### src/rtl/beat_stepper.sv
// Step sequencer clock: divides clk by a latched tempo period into step ticks,
// walks a step index around a bar, and supports pause, resume and restart.
module beat_stepper #(
    parameter int STEPS  = 16,
    parameter int STEP_W = 4
) (
    input  logic              clk,
    input  logic              resetn,
    input  logic [27:0]       period,
    input  logic              run,
    input  logic              restart,
    output logic              tick,
    output logic [STEP_W-1:0] step,
    output logic              bar_pulse,
    output logic              running
);

    typedef enum logic [1:0] {
        IDLE  = 2'd0,
        RUN   = 2'd1,
        PAUSE = 2'd2
    } state_t;

    state_t            state_q, state_d;
    logic [27:0]       cnt_q, cnt_d;
    logic [27:0]       period_q, period_d;
    logic [27:0]       period_clamped;
    logic [STEP_W-1:0] step_q, step_d;
    logic              tick_q, tick_d;
    logic              bar_q, bar_d;
    logic              running_q, running_d;
    logic              last_cnt;
    logic              last_step;

    // A period below 2 would make ticks collide, so it is floored at latch time.
    assign period_clamped = (period < 28'd2) ? 28'd2 : period;
    assign last_cnt       = (cnt_q == period_q - 28'd1);
    assign last_step      = (step_q == STEP_W'(STEPS - 1));

    always_comb begin
        state_d  = state_q;
        cnt_d    = cnt_q;
        period_d = period_q;
        step_d   = step_q;
        tick_d   = 1'b0;
        bar_d    = 1'b0;
        if (restart) begin
            state_d = IDLE;
            cnt_d   = '0;
            step_d  = '0;
        end else begin
            unique case (state_q)
                IDLE: begin
                    if (run) begin
                        state_d  = RUN;
                        period_d = period_clamped;
                        cnt_d    = '0;
                        step_d   = '0;
                        tick_d   = 1'b1;
                    end
                end
                // Resuming from PAUSE counts on the same edge, continuing the held cnt.
                RUN, PAUSE: begin
                    if (!run) begin
                        state_d = PAUSE;
                    end else begin
                        state_d = RUN;
                        if (last_cnt) begin
                            cnt_d    = '0;
                            tick_d   = 1'b1;
                            bar_d    = last_step;
                            step_d   = last_step ? '0 : step_q + STEP_W'(1);
                            period_d = period_clamped;
                        end else begin
                            cnt_d = cnt_q + 28'd1;
                        end
                    end
                end
                default: state_d = IDLE;
            endcase
        end
        running_d = (state_d == RUN);
    end

    always_ff @(posedge clk or negedge resetn) begin
        if (!resetn) begin
            state_q   <= IDLE;
            cnt_q     <= '0;
            period_q  <= 28'd2;
            step_q    <= '0;
            tick_q    <= 1'b0;
            bar_q     <= 1'b0;
            running_q <= 1'b0;
        end else begin
            state_q   <= state_d;
            cnt_q     <= cnt_d;
            period_q  <= period_d;
            step_q    <= step_d;
            tick_q    <= tick_d;
            bar_q     <= bar_d;
            running_q <= running_d;
        end
    end

    assign tick      = tick_q;
    assign step      = step_q;
    assign bar_pulse = bar_q;
    assign running   = running_q;

endmodule

### config.mk
export PLATFORM = sky130hd
export DESIGN_NAME = beat_stepper
export DESIGN_NICKNAME = d
export VERILOG_FILES = /design/src/rtl/beat_stepper.sv
export SDC_FILE = /design/constraint.sdc
export NUM_CORES = 1
export LEC_CHECK = 0
export ABC_AREA = 1
export BUFFER_PORTS_ARGS = -buffer_cell sky130_fd_sc_hd__buf_2
export CORE_MARGIN = 2
export CORE_UTILIZATION = 60
export DETAILED_ROUTE_END_ITERATION = 6
export PLACE_DENSITY = 0.8
export SKIP_LAST_GASP = 1
export SLEW_MARGIN = 10
export SYNTH_ARGS = -nofsm -noshare
export SYNTH_HDL_FRONTEND = slang
export SYNTH_SLANG_ARGS = --single-unit
### constraint.sdc
create_clock -name clk -period 5.68 [get_ports clk]
set_input_delay 0.568 -clock clk [delete_from_list [all_inputs] [get_ports clk]]
set_output_delay 0.568 -clock clk [all_outputs]
set_load 0.05 [all_outputs]
* Yosys cells after proc, flatten, opt, wreduce, memory -nomap -nowiden
Index checks and enable logic that the tools add are counted.
Widths: inputs -> output; s select.
** Word-level totals
- Word-level logic and storage cells :: 59
- Bits of input ports :: 32
- Output and inout bits :: 7
- Register bits after elaboration :: 65
** Operators by class
- Add/sub/neg operators :: 3
- $lt $le $gt $ge :: 1
- Bitwise operators :: 1
- Equality and inequality tests :: 11
- Mux-type cells :: 29
- Reductions and logical operators :: 7
** Operator list (count)
- $mux 28 :: 8
- $pmux 28 s2 :: 2
- $add 28x1->28 const B :: 1
- $eq 28x28->1 :: 1
- $lt 28x2->1 const B :: 1
- $sub 28x1->28 const B :: 1
- $mux 4 :: 5
- $ne 3x3->1 const B :: 3
- $mux 1 :: 8
- $pmux 4 s2 :: 1
- $mux 2 :: 3
- $ne 2x2->1 const B :: 3
- $reduce_and 5->1 :: 1
- $add 4x1->4 const B :: 1
- $eq 2x1->1 const B :: 2
- $eq 4x4->1 const B :: 1
- $pmux 2 s2 :: 1
- $reduce_and 4->1 :: 1
- $reduce_and 3->1 :: 1
- $reduce_bool 3->1 :: 1
- $eq 2x2->1 const B :: 1
- $logic_not 2->1 :: 1
- $pmux 1 s2 :: 1
- $reduce_bool 2->1 :: 1
- other kinds (2) :: 2

* Depth between registers and ports, before layout
Gate-level depths: netlist (run 1).
- Depth after elaboration :: 6
- Depth in mapped cells :: 18
- Depth with buffers taken out :: 17

* Least setup slack after synthesis (run 1)
No wires, ideal clock.
- Kind :: register to register
- Start point :: register period_q[0]
- End point :: register period_q[8]
- Arrival time :: 2.087 ns
- Setup slack :: 3.476 ns
- Clock period less this slack :: 2.204 ns
- Stages on the path, launching flop included :: 15
- Library setup time :: 0.117 ns
- Path buffers :: 2
- Data required time :: 5.563 ns
- Cells stage by stage :: dfrtp_1 inv_1 ha_1 nand3_2 nor2_4 nand4_1 nor2_1 xor2_1 nor2_2 nand3_4 nand2_4 buf_8 buf_12 nand3_2 nand2_1
** Between the ends
- Longest elaborated chain between the ends :: 4
** RTL lines
- start: declaration :: line 26 : logic [27:0] period_q, period_d;
- start signal: assignment :: line 97 : period_q <= period_d;
- $sub 28x1->28 :: line 37 : assign last_cnt = (cnt_q == period_q - 28'd1);
- $eq 28x28->1 :: line 37
- $ne 2x2->1 (no source line)
- $reduce_and 5->1 (no source line)
No other way between the ends.
A chain may end at the register's enable or synchronous reset.

* Worst setup path after layout (run 1)
- Start point :: register period_q[0]
- End point :: register period_q[23]
Same word-level chain as after synthesis.

==> results of run 1 <==
flip-flops by register name, indices dropped and copies added, names as in the netlist:
register   count
bar_pulse      1
cnt_q         28
period_q      28
running        1
state_q        2
step           4
tick           1
worst max-delay path: cells and delay by family, from the launching register on:
kind | cells | cell delay, ns
flops | 1 | 0.39
buf+inv | 1 | 0.11
simple gates | 12 | 1.96
compound gates | 1 | 0.08
fa+ha+maj | 1 | 0.26
report_power, final:
part	internal (mW)	leakage [nW]	switching [mW]	total, mW
clock network	0.292	0.124	0.196	0.488
registers	0.544	0.858	0.113	0.657
logic	0.216	1.48	0.421	0.636
kinds of logic after synthesis:
kind of cell             after synthesis
AO/OA/AOI/OAI                         54
flip-flops                            65
XOR/XNOR                              44
adder cells (fa/ha/maj)                5
buffers and inverters                 86
AND/OR/NAND/NOR                      386
how the worst max path moves through the flow:
stage                         to         from
CTS                    cnt_q[17]   state_q[0]
floorplan            period_q[8]  period_q[0]
detailed placement  period_q[23]  period_q[0]
finish              period_q[23]  period_q[0]
global placement    period_q[25]  period_q[0]
global route           cnt_q[17]   state_q[0]
area by class of cell:
type,instances,area (um^2)
flip-flops and latches,65,1630
clock buffers,9,124
inverters,69,259
fillers,592,2300
clock inverters,7,118
multi-input cells,489,2570
repair buffers,41,213
well taps,99,124
metrics by stage:
stage	instances	cell area (um^2)	setup slack, ns	hold slack (ns)
2_1_floorplan	640	4570	3.48	0.272
3_5_place_dp	763	4790	2.76	0.482
4_1_cts	779	5030	2.74	0.417
5_1_grt	779	5030	2.44	0.454
3_3_place_gp	763	4790	2.88	0.462
6_report	779	5030	2.70	0.375
metal layers:
layer / vias to the layer above / wire (um) / share of wire, % / GRT usage, %
li1: 2108 / - / - / -
met1: 1997 / 4770 / 45 / 37.3
met2: 168 / 5030 / 47 / 44.4
met3: 25 / 656 / 6.1 / 3.98
met4: 0 / 221 / 2.1 / 10.5
met5: - / 0 / 0 / 0
cells in the final DEF (no fill, tap or decap), types with 3 or more instances in the layout:
| cell | instances |
|---|---|
| nand2_1 | 187 |
| nor2_1 | 78 |
| inv_1 | 65 |
| dfrtp_1 | 64 |
| nand3_1 | 40 |
| buf_2 | 38 |
| a21oi_1 | 28 |
| xor2_1 | 28 |
| nand3_2 | 21 |
| xnor2_1 | 16 |
| nand4_1 | 15 |
| o21ai_0 | 15 |
| clkbuf_8 | 9 |
| nand2_2 | 8 |
| nor4_1 | 8 |
| nor3_1 | 8 |
| nor2_2 | 6 |
| ha_1 | 5 |
| nand3b_1 | 4 |
| o21bai_1 | 3 |
| inv_2 | 3 |
| nor2_4 | 3 |
| o21ai_1 | 3 |
| bufinv_16 | 3 |
| buf_4 | 3 |
==> run summary, run 1 <==
Outcome: complete, no violations
Fmax: 336 MHz
Final Setup Violations: 0
CP peak stage delay: 0.39 ns
Mux cell area share after synthesis: 0%
Reg2Reg Setup Slack: 2.70 ns
Fin crit period: 2.98 ns
Mapped cell area: 0.00457 mm^2
Worst slew margin: 47.2%
GRT Total Usage: 27.4%
Die height: 91.3 um
Clk sink count: 65
Worst Tran Pin Value: 0.793 ns
Crit-path cells: inv_1, ha_1, nand3_2, nor2_4, nand3_1, nand2_1, o21ai_0, nor2_1, nand2_1, nor2_2, nand3_4, nand2_4, nand2_4, nand2_1, nand2_1
Share of cells above drive strength 1: 15.6%
Vias in the first global route: 4006
Crit. End Element: flop
First-pass GRT wire length: 18400 um
RSZ-0062 raised after global routing: false
Top-count cell post-synth: nand2_1
Post-Synth Adder-Cell Area: 1.37%
Setup repair bufs after CTS: 0
Worst Hold Class: in -> async
RePlAce Congestion: 0.918
Hold_buf cts: 0
Hold Vio Cnt, Final: 0
Final Power: 1.78 mW
Critical path data required time: 5.92 ns
Largest family of logic cells by synthesized area: simple AND/OR/NAND/NOR gates
Final Max Slew Viols: 0
Syn_area_per_cell: 7.14 um^2
Sum Neg Setup Slack: 0 ns
Num ports: 39
Area Growth Syn to Fin: 10.0%
Async S/R FF share, synth: 100%
Initial drt markers: 278
Leakage power: 2.46 nW
Mapped Cells: 640
Synth Register Bits: 65
Global-route congestion overflow total: 0
Row count: 31
Number of remaining DRC errors: 0
Post-synth top cells: nand2_1 (187), nor2_1 (78), inv_1 (65)
Synth Warn #: 0
Initial Utilization: 62.4%
CTS H-tree lvls: 3
Worst setup SP type: flop
Synth Area in Compound Gates: 6.32%
Maxcap violations: 0
Clk_lat worst skew: 0.35 ns
Clk root buf: clkbuf_8
Post-synthesis simple-gate area fraction: 39.9%
Sequential element share of the synthesized area: 35.6%
Synth Area in XOR/XNOR: 8.43%
Clock Path Buffers: 2
Crit-path slowest cell: dfrtp_1
Net count after synthesis: 677
Post-synth cell types: 37
Ys flop type: dfrtp_1
Most common cell on crit path: nand2_1
Tcrit/Tclk final: 52.4%
CTS tree: built
Post-synth top area share: 35.0%
FF-to-FF path depth: 15
Dpl hpwl: 7970 um
Worst vdd ir: 0.166 mV
# port buffers: 38
DR vias/cell: 5.52
1st-pass router iterations: 5
Initial antenna violation count: 0
CTS Buf Count: 9
DIE AREA: 0.00833 mm^2
Worst reg2reg startpoint: period_q[0]
Synth area leader: dfrtp_1
Utilization after layout: 68.6%
Crit Path Max Fanout: 29
Final wirelength: 10700 um
Crit path DAT: 3.21 ns
Via Count: 4298
PwrDens: 354 mW/mm^2
Post-CTS sizing: 0
Largest net degree at the start of global routing: 66
Clk pin slew, worst setup/hold paths: 0.07 ns
Core Box Area: 0.00733 mm^2
Ranking of synthesized cells by area: dfrtp_1 (35%), nand2_1 (15%), nor2_1 (6.4%)
R2r endpoint: period_q[23]
Clock skew: 0.00919 ns
Crit path kind: reg -> reg
DR WL/cell: 13.7 um
Inserted Diodes: 0
EDFF count, synth: 0
Routed Antenna Nets: 0
Die span in x: 91.3 um
Nets: 712
Power figures use the tool's default switching activity.
==> run 2, diff against run 1 <==
==> constraint.sdc (replaced) <==
create_clock -name clk -period 3 [get_ports clk]
set_input_delay 0.3 -clock clk [delete_from_list [all_inputs] [get_ports clk]]
set_output_delay 0.3 -clock clk [all_outputs]
set_load 0.05 [all_outputs]
==> run 2 against run 1 <==
Clock power up 42%. Largest cell class unchanged. Sequential power rose by 90%. First-iteration DRC count fell by 5.4%. Via count is 1.4% lower. Global-route usage up 0.62 points. Die area unchanged. Sequential cell count stayed put. Core utilization decreased by 0.38 points. Register-to-register slack got worse by 2.4 ns. Largest power group unchanged.
==> run summary, run 2 (synthesis gave the netlist of run 1 again) <==
GRT Total Usage: 28.1%
Sum Neg Setup Slack: 0 ns
Design Area, Final: 0.00500 mm^2
Number of remaining DRC errors: 0
Largest net degree at the start of global routing: 44
Worst slew margin: 59.9%
Tcrit/Tclk final: 89.5%
1st-pass router iterations: 4
Crit. End Element: flop
Die span in x: 91.3 um
Final wirelength: 11000 um
Crit path DAT: 2.98 ns
Final Max Slew Viols: 0
CP peak stage delay: 0.40 ns
Routed Antenna Nets: 0
Crit Path Max Fanout: 16
Initial drt markers: 263
Most frequent cells in the layout: nand2_1 (187), nor2_1 (78), inv_1 (65), dfrtp_1 (64), nand3_1 (40)
Fin crit period: 2.69 ns
Via Count: 4239
Clock Path Buffers: 2
Commonest non-fill, non-tap cell in the layout: nand2_1
# port buffers: 38
RePlAce Congestion: 0.905
Pre-CTS setup slack: 0.337 ns
Clk root buf: clkbuf_8
Initial antenna violation count: 0
CTS Buf Count: 9
CTS tree: built
Initial Utilization: 62.4%
Row count: 31
Setup repair bufs after CTS: 0
Utilization after layout: 68.3%
PwrDens: 631 mW/mm^2
Worst Hold Class: in -> reg
DIE AREA: 0.00833 mm^2
Area Growth Syn to Fin: 9.44%
Vias in the first global route: 4017
Nets: 716
Clk_lat worst skew: 0.36 ns
CTS H-tree lvls: 3
Global-route congestion overflow total: 0
Inserted Diodes: 0
Core Box Area: 0.00733 mm^2
Clk pin slew, worst setup/hold paths: 0.08 ns
Outcome: complete, no violations
Hold Vio Cnt, Final: 0
Worst vdd ir: 0.376 mV
Share of cells above drive strength 1: 15.9%
Worst setup SP type: flop
RSZ-0062 raised after global routing: false
Clock skew: 0.0122 ns
Crit-path slowest cell: dfrtp_1
Critical path data required time: 3.29 ns
First-pass GRT wire length: 18700 um
Clk sink count: 65
Worst setup margin: 0.314 ns
Dpl hpwl: 8440 um
Worst Tran Pin Value: 0.596 ns
Fmax: 372 MHz
Leakage power: 2.45 nW
Final Setup Violations: 0
DR vias/cell: 5.41
Post-DP Area: 0.00481 mm^2
Num ports: 39
Die height: 91.3 um
DR WL/cell: 14.1 um
Maxcap violations: 0
Crit-path cells: inv_1, ha_1, nand3_2, nor2_4, nand4_1, nor2_1, xor2_1, nor2_2, nand3_4, nand2_4, buf_4, nand3_1, nand2_1
Crit path kind: reg -> reg
==> run 2: cell types whose count changed in the layout (fill, tap and decap cells not counted) <==
cell | before | now
clkinvlp_4 | 0 | 2
buf_4 | 3 | 6
clkinv_4 | 1 | 0
clkinv_2 | 2 | 1
bufinv_16 | 3 | 0
dlygate4sd3_1 | 0 | 1
inv_6 | 1 | 3
inv_8 | 0 | 1
==> run 2: routing by layer <==
layer	share of wire (%)	global-route usage, %	vias to the layer above
li1	-	-	2123
met1	44	38.2	1963
met2	48	45.6	130
met3	6.2	4.98	23
met4	2.3	8.96	0
met5	0	0	-
==> run 2: path summary, 6_finish.rpt <==
path | from | end | slack, ns | cells past startpoint
setup / recovery | period_q[0] | period_q[0] | 0.31 | 13
hold / removal | period[2] | period_q[2] | 0.18 | 3
setup reg to reg | period_q[0] | period_q[0] | 0.31 | 13
hold reg to reg | period_q[1] | period_q[1] | 0.48 | 2
max in group asynchronous | resetn | period_q[25] | 1.59 | 3
min in group asynchronous | resetn | cnt_q[1] | 0.45 | 2
==> run 2: final cells by class <==
cell class | count | area, um^2
Tap cell | 99 | 124
Clock inverter | 7 | 57.6
Multi-Input combinational cell | 489 | 2570
Fill cell | 646 | 2330
Clock buffer | 9 | 124
Timing Repair Buffer | 45 | 245
Sequential cell | 65 | 1630
Inverter | 69 | 259
==> run 2: critical path, delay by kind of cell, from the launching register on <==
kind	cells	cell delay, ns
xor+xnor	1	0.09
flops	1	0.40
buf+inv	2	0.42
simple gates	9	1.45
fa+ha+maj	1	0.25
==> run 2: timing repair <==
item | CTS | global route
hold endpoints to repair | 21 | 0
hold buffers | 1 | 0
gates resized for setup | 0 | 0
==> run 2: where the power goes <==
| part | total (mW) | internal [mW] | switching (mW) |
|---|---|---|---|
| registers | 1.25 | 1.03 | 0.223 |
| clock network | 0.694 | 0.312 | 0.383 |
| logic | 1.21 | 0.416 | 0.791 |
==> run 2: stage by stage <==
step	hold slack [ns]	instances	power, mW
2_1_floorplan	0.00441	640	2.18
3_3_place_gp	0.296	766	2.42
3_5_place_dp	0.305	766	2.46
4_1_cts	0.185	783	3.15
5_1_grt	0.198	783	3.39
6_report	0.182	783	3.15
